### src/rtl/apb_req_arbiter.sv
`default_nettype none
// ============================================================================
// Module   : apb_req_arbiter
// Purpose  : Two-requester APB arbiter/sequencer. Grants the shared
//            downstream APB bus round-robin, replays the granted request as
//            a SETUP/ACCESS sequence and terminates hung slaves with an
//            error response after TIMEOUT_CYCLES ACCESS cycles.
// Revision : 1.0 - initial release
// ============================================================================
module apb_req_arbiter #(
    parameter int ADDR_WIDTH     = 32,
    parameter int DATA_WIDTH     = 32,
    parameter int TIMEOUT_CYCLES = 255
) (
    input  logic                        clk_i,
    input  logic                        rst_i,
    input  logic [1:0]                  req_psel_i,
    input  logic [1:0]                  req_penable_i,
    input  logic [1:0]                  req_pwrite_i,
    input  logic [2*ADDR_WIDTH-1:0]     req_paddr_i,
    input  logic [2*DATA_WIDTH-1:0]     req_pwdata_i,
    input  logic [2*DATA_WIDTH/8-1:0]   req_pstrb_i,
    input  logic [5:0]                  req_pprot_i,
    output logic [1:0]                  req_pready_o,
    output logic [DATA_WIDTH-1:0]       req_prdata_o,
    output logic                        req_pslverr_o,
    output logic                        m_psel_o,
    output logic                        m_penable_o,
    output logic                        m_pwrite_o,
    output logic [ADDR_WIDTH-1:0]       m_paddr_o,
    output logic [DATA_WIDTH-1:0]       m_pwdata_o,
    output logic [DATA_WIDTH/8-1:0]     m_pstrb_o,
    output logic [2:0]                  m_pprot_o,
    input  logic                        m_pready_i,
    input  logic [DATA_WIDTH-1:0]       m_prdata_i,
    input  logic                        m_pslverr_i,
    output logic                        timeout_flag_o,
    input  logic                        timeout_clr_i,
    output logic [7:0]                  timeout_cnt_o
);

    localparam int          STRB_WIDTH = DATA_WIDTH / 8;
    localparam logic [15:0] TO_LIMIT   = 16'(TIMEOUT_CYCLES);

    typedef enum logic [1:0] {
        S_IDLE   = 2'd0,
        S_SETUP  = 2'd1,
        S_ACCESS = 2'd2,
        S_DONE   = 2'd3
    } state_t;

    state_t                  state_q,   state_d;
    logic                    grant_q,   grant_d;
    logic                    rr_ptr_q,  rr_ptr_d;
    logic                    pwrite_q,  pwrite_d;
    logic [ADDR_WIDTH-1:0]   paddr_q,   paddr_d;
    logic [DATA_WIDTH-1:0]   pwdata_q,  pwdata_d;
    logic [STRB_WIDTH-1:0]   pstrb_q,   pstrb_d;
    logic [2:0]              pprot_q,   pprot_d;
    logic [DATA_WIDTH-1:0]   prdata_q,  prdata_d;
    logic                    pslverr_q, pslverr_d;
    logic [15:0]             wd_cnt_q,  wd_cnt_d;
    logic                    to_flag_q, to_flag_d;
    logic [7:0]              to_cnt_q,  to_cnt_d;

    // PENABLE from the requesters carries no information the arbiter needs:
    // a request is recognised from PSEL alone while the bus is idle.
    logic unused_penable;
    assign unused_penable = ^req_penable_i;

    // Requester 1 wins when it is the only candidate, or when both request
    // and the round-robin pointer favours it.
    logic gnt_sel;
    assign gnt_sel = req_psel_i[1] & (~req_psel_i[0] | rr_ptr_q);

    // Next-state, request capture, watchdog and timeout bookkeeping.
    always_comb begin
        state_d   = state_q;
        grant_d   = grant_q;
        rr_ptr_d  = rr_ptr_q;
        pwrite_d  = pwrite_q;
        paddr_d   = paddr_q;
        pwdata_d  = pwdata_q;
        pstrb_d   = pstrb_q;
        pprot_d   = pprot_q;
        prdata_d  = prdata_q;
        pslverr_d = pslverr_q;
        wd_cnt_d  = wd_cnt_q;
        to_flag_d = to_flag_q;
        to_cnt_d  = to_cnt_q;

        unique case (state_q)
            S_IDLE: begin
                if (req_psel_i != 2'b00) begin
                    grant_d = gnt_sel;
                    state_d = S_SETUP;
                    if (gnt_sel) begin
                        pwrite_d = req_pwrite_i[1];
                        paddr_d  = req_paddr_i[ADDR_WIDTH +: ADDR_WIDTH];
                        pwdata_d = req_pwdata_i[DATA_WIDTH +: DATA_WIDTH];
                        pstrb_d  = req_pstrb_i[STRB_WIDTH +: STRB_WIDTH];
                        pprot_d  = req_pprot_i[3 +: 3];
                    end else begin
                        pwrite_d = req_pwrite_i[0];
                        paddr_d  = req_paddr_i[0 +: ADDR_WIDTH];
                        pwdata_d = req_pwdata_i[0 +: DATA_WIDTH];
                        pstrb_d  = req_pstrb_i[0 +: STRB_WIDTH];
                        pprot_d  = req_pprot_i[0 +: 3];
                    end
                end
            end
            S_SETUP: begin
                // The first ACCESS cycle counts as 1.
                wd_cnt_d = 16'd1;
                state_d  = S_ACCESS;
            end
            S_ACCESS: begin
                if (m_pready_i) begin
                    prdata_d  = pwrite_q ? '0 : m_prdata_i;
                    pslverr_d = m_pslverr_i;
                    state_d   = S_DONE;
                end else if (wd_cnt_q == TO_LIMIT) begin
                    prdata_d  = '0;
                    pslverr_d = 1'b1;
                    to_flag_d = 1'b1;
                    if (to_cnt_q != 8'hFF) begin
                        to_cnt_d = to_cnt_q + 8'd1;
                    end
                    state_d   = S_DONE;
                end else begin
                    wd_cnt_d = wd_cnt_q + 16'd1;
                end
            end
            S_DONE: begin
                rr_ptr_d = ~grant_q;
                state_d  = S_IDLE;
            end
            default: state_d = S_IDLE;
        endcase

        // A clear request beats an expiry landing in the same cycle.
        if (timeout_clr_i) begin
            to_flag_d = 1'b0;
            to_cnt_d  = 8'd0;
        end
    end

    // State and datapath registers; reset aborts any transfer in flight.
    always_ff @(posedge clk_i) begin
        if (rst_i) begin
            state_q   <= S_IDLE;
            grant_q   <= 1'b0;
            rr_ptr_q  <= 1'b0;
            pwrite_q  <= 1'b0;
            paddr_q   <= '0;
            pwdata_q  <= '0;
            pstrb_q   <= '0;
            pprot_q   <= '0;
            prdata_q  <= '0;
            pslverr_q <= 1'b0;
            wd_cnt_q  <= '0;
            to_flag_q <= 1'b0;
            to_cnt_q  <= '0;
        end else begin
            state_q   <= state_d;
            grant_q   <= grant_d;
            rr_ptr_q  <= rr_ptr_d;
            pwrite_q  <= pwrite_d;
            paddr_q   <= paddr_d;
            pwdata_q  <= pwdata_d;
            pstrb_q   <= pstrb_d;
            pprot_q   <= pprot_d;
            prdata_q  <= prdata_d;
            pslverr_q <= pslverr_d;
            wd_cnt_q  <= wd_cnt_d;
            to_flag_q <= to_flag_d;
            to_cnt_q  <= to_cnt_d;
        end
    end

    assign req_pready_o   = {(state_q == S_DONE) &  grant_q,
                             (state_q == S_DONE) & ~grant_q};
    assign req_prdata_o   = prdata_q;
    assign req_pslverr_o  = pslverr_q;
    assign m_psel_o       = (state_q == S_SETUP) | (state_q == S_ACCESS);
    assign m_penable_o    = (state_q == S_ACCESS);
    assign m_pwrite_o     = pwrite_q;
    assign m_paddr_o      = paddr_q;
    assign m_pwdata_o     = pwdata_q;
    assign m_pstrb_o      = pstrb_q;
    assign m_pprot_o      = pprot_q;
    assign timeout_flag_o = to_flag_q;
    assign timeout_cnt_o  = to_cnt_q;

endmodule
`default_nettype wire
### config.mk
export PLATFORM = sky130hd
export DESIGN_NAME = apb_req_arbiter
export DESIGN_NICKNAME = d
export VERILOG_FILES = /design/src/rtl/apb_req_arbiter.sv
export SDC_FILE = /design/constraint.sdc
export NUM_CORES = 1
export LEC_CHECK = 0
export CAP_MARGIN = 10
export CORE_ASPECT_RATIO = 1.25
export CORE_MARGIN = 1
export CORE_UTILIZATION = 36
export DETAILED_ROUTE_END_ITERATION = 16
export PLACE_DENSITY = 0.88
export SYNTH_ARGS = -nofsm -noshare
export SYNTH_HDL_FRONTEND = slang
export SYNTH_SLANG_ARGS = --single-unit
### constraint.sdc
create_clock -name clk_i -period 1.7 [get_ports clk_i]
set_clock_uncertainty 0.1 [all_clocks]
set_input_delay 0.425 -clock clk_i [delete_from_list [all_inputs] [get_ports clk_i]]
set_output_delay 0.425 -clock clk_i [all_outputs]
set_load 0.005 [all_outputs]
==> impl_metrics.yaml <==
logic_synthesis:
  netlist.top_cell.by_area: "sky130_fd_sc_hd__dfxtp_1"
  synth.yosys.seq_area_share_pct: 47.6
  synth_cell_types: 46
  synthesis.area_sq_um: 5630
  postSynthCellCount: 663
  synth_top_area_share_pct: 47.6
  postSynth.asyncResetShare_pct: 0
  ys.warnings.count: 0
  synth.top_cells.by_area: "sky130_fd_sc_hd__dfxtp_1 (48%), sky130_fd_sc_hd__a311oi_1 (12%), sky130_fd_sc_hd__nand2_1 (10%)"
  post_synth_top_flop: "sky130_fd_sc_hd__dfxtp_1"
  post_synth.cell_area_avg_sq_um: 8.50
  syn_nets: 854
  synth-edff-count: 0
  synth.ff_latch_count: 134
hold_path:
  hold-path-endpoint: "req_prdata_o[18]"
  min_from: "req_prdata_o[18]"
  min_path_type: "reg -> reg"
  min_delay_path_depth: 1
worst_setup_path:
  crit_path_max_fanout: 5
  depth_of_the_worst_register_to_register_path: 8
  cp-start-kind: "flop"
  critical_path.reg2reg.endpoint: "timeout_cnt_o[7]"
  crit_arrival_ns: 2.18
  r2r_start: "state_q[1]"
  rrSetupSlack_ns: -0.28
  timing.critical_path.required_ns: 1.90
  critPathCaptureType: "flop"
  worst-setup-path-type: "reg -> reg"
timing:
  finalCritPeriodShare_pct: 116
  finalSetupTns_ns: -12.53
  grt_setup_unrepaired: "true"
  worst_tran_pin_value_ns: 0.568
  post-route-min-period_ns: 1.98
  timing.fmax_ghz: 0.506
  slew_violations: 0
  final_hold_viol_count: 0
  setup_viol_count_final: 64
  normalized_max_slew_margin_pct: 62.0
  worst_slack_setup_final_ns: -0.278
place:
  place_worst_setup_slack_ns: -0.417
  routabilityCongestion: 0.835
  postPlaceCellArea_sq_um: 9360
  placedCellCount: 1187
  dp_hpwl_microns: 13500
  io_buffers: 300
floorplan:
  num_rows: 50
  core_sq_um: 15100
  design.die.area_sq_um: 16200
  ios: 303
  die_w_microns: 114
  floorplan.initialDensity_pct: 37.2
  chipHeight_microns: 142
routing:
  drt-pass1-iter-count: 4
  routedWlPerCell_microns: 20.0
  via_count: 6961
  totalWireLength_microns: 25400
  drt.antenna.violating_nets: 0
  detail_route.drc_violations: 0
  vias_per_cell: 5.49
  detail_route.iter0.violations: 463
global_route:
  grt_remaining_overflow: 0
  largest_net_degree_at_the_start_of_global_routing: 72
  grt_pass1_vias: 6438
  grtUsageTotal_pct: 25.4
  grt_first_pass_wirelength_microns: 32100
  grt_antenna_before_repair: 0
layout:
  design_area_sq_um: 11000
  syn2layout_area_growth_pct: 95.3
  final-instance-count-excl-fill: 1268
  drive_gt1_share_pct: 25.3
  final_net_count: 1238
  final.fill_count: 1053
  antenna_cells: 0
power:
  p_leak_nw: 4.80
  power_mw: 13.9
  max-vdd-ir-drop_mv: 0.791
  power_per_cell_area_nw_per_um2: 1260
cts:
  htree_num_levels: 4
  cts.reportedPaths.clkPinSlew_ns: 0.07
  cts_root_buf: "sky130_fd_sc_hd__clkbuf_16"
  post_cts_hold_buffer_count: 0
  ctsLongestPathBuffers: 2
  tritoncts.num_buffers: 17
  cts_tree: "built"
  worstSkewPairLatency_ns: 0.41
  clock-sinks: 134
outcome:
  outcome: "finished, violations left"
  failed_checks: "setup timing"
run:
  drv_cap: 0
layout by cell type (no fill, tap or decap), types with 4 or more instances in the layout:
cell type                         synthesis  routed
sky130_fd_sc_hd__xnor2_1                  5       4
sky130_fd_sc_hd__buf_12                   0       7
sky130_fd_sc_hd__nand4_1                  7       7
sky130_fd_sc_hd__a21oi_1                  8       5
sky130_fd_sc_hd__dlygate4sd2_1            0     113
sky130_fd_sc_hd__nand2_1                153     150
sky130_fd_sc_hd__nand3_1                  7       5
sky130_fd_sc_hd__inv_1                    8       6
sky130_fd_sc_hd__dfxtp_2                  0      31
sky130_fd_sc_hd__a311oi_1                75      58
sky130_fd_sc_hd__a311oi_2                 0      17
sky130_fd_sc_hd__a22o_1                  32      32
sky130_fd_sc_hd__clkdlybuf4s50_1          0     179
sky130_fd_sc_hd__inv_8                    0       4
sky130_fd_sc_hd__inv_6                    0       6
sky130_fd_sc_hd__buf_4                    0      65
sky130_fd_sc_hd__nor3_1                   9       4
sky130_fd_sc_hd__dfxtp_1                134     101
sky130_fd_sc_hd__nor2_1                  98      91
sky130_fd_sc_hd__nor2b_4                  0       4
sky130_fd_sc_hd__o21ai_1                  0      10
sky130_fd_sc_hd__a31oi_1                  7       7
sky130_fd_sc_hd__nor4_4                   2       6
sky130_fd_sc_hd__nor2_2                   2       6
sky130_fd_sc_hd__clkinvlp_4               0       4
sky130_fd_sc_hd__buf_6                    3      26
sky130_fd_sc_hd__clkbuf_16                0      32
sequential cells by signal (all words and copies together) (netlist names):
signal,flops
req_prdata_o,32
wd_cnt_q,16
m_pstrb_o,4
m_pwdata_o,32
m_paddr_o,32
m_pwrite_o,1
req_pslverr_o,1
state_q,2
m_pprot_o,3
grant_q,1
rr_ptr_q,1
timeout_cnt_o,8
timeout_flag_o,1
through the flow:
stage / hold WS, ns / util (%)
after floorplan: 0.349 / -
after global placement: 0.355 / 61.8
after detailed placement: 0.359 / 61.8
after CTS: 0.319 / 67.5
after global routing: 0.368 / 72.7
final: 0.377 / 72.7
kinds of logic (layout without fill, tap and decap cells):
family	count (synthesis)	in the layout	synth area share [%]
AO/OA/AOI/OAI	147	148	21.0
XOR/XNOR	7	7	1.09
adder cells (fa/ha/maj)	6	6	1.33
buffers and inverters	59	455	4.37
flip-flops	134	134	47.6
multiplexers	3	3	0.622
AND/OR/NAND/NOR	307	307	24.0
how the worst max path moves through the flow:
stage | start | end | slack [ns] | cells after the start
after global routing | state_q[1] | timeout_cnt_o[1] | -0.32 | 9
after detailed placement | m_pready_i | wd_cnt_q[12] | -0.42 | 6
after CTS | state_q[0] | req_pready_o[1] | -0.16 | 4
after floorplan | state_q[1] | wd_cnt_q[3] | -0.06 | 8
final | state_q[1] | timeout_cnt_o[7] | -0.28 | 8
after global placement | m_pready_i | wd_cnt_q[2] | -0.35 | 7
routing by layer:
layer	vias up	GRT usage, %	wire [microns]
met3	85	7.09	1820
met4	0	11.4	986
met1	3345	25.7	9230
met2	376	47.8	13400
met5	-	0	0
li1	3155	-	-
area by class of cell:
class / count / area (sq um) / share of cell area, %
Timing Repair Buffer: 414 / 4210 / 38.3
Sequential cell: 134 / 2730 / 24.8
Multi-Input combinational cell: 471 / 3200 / 29.1
Clock inverter: 15 / 134 / 1.22
Clock buffer: 17 / 425 / 3.87
Tap cell: 208 / 260 / 2.37
Inverter: 9 / 43.8 / 0.398
cells in the mapped netlist (all sizes together) (4+ instances only):
library cell	instances
a31oi	7
a311oi	75
clkbuf	41
nand4	7
nor3	10
a22o	32
a21oi	9
buf	9
and3	5
dfxtp	134
ha	6
o31ai	4
inv	9
nor2b	5
xnor2	5
nor2	100
nor4	6
o21ai	14
nand3	8
nand2	153
power breakdown:
group / total, mW / switching [mW] / internal (mW)
Sequential: 4.26 / 0.386 / 3.87
Combinational: 6.08 / 2.90 / 3.18
Clock: 3.54 / 1.62 / 1.93
critical path, stage by stage (launching register included):
cell,delay (ns)
sky130_fd_sc_hd__dfxtp_2,0.37
sky130_fd_sc_hd__buf_6,0.12
sky130_fd_sc_hd__ha_4,0.14
sky130_fd_sc_hd__buf_6,0.10
sky130_fd_sc_hd__nor2b_4,0.20
sky130_fd_sc_hd__nand3_4,0.16
sky130_fd_sc_hd__nor3_4,0.24
sky130_fd_sc_hd__nand3_2,0.10
sky130_fd_sc_hd__mux2_4,0.30
what timing repair did:
action	4_1_cts	5_1_grt
endpoints found under the setup margin	175	100
pin swaps	52	62
gates resized for setup	223	77
gates cloned	3	15
buffers inserted	15	21
Note: power is estimated with default switching activity, not from simulation.
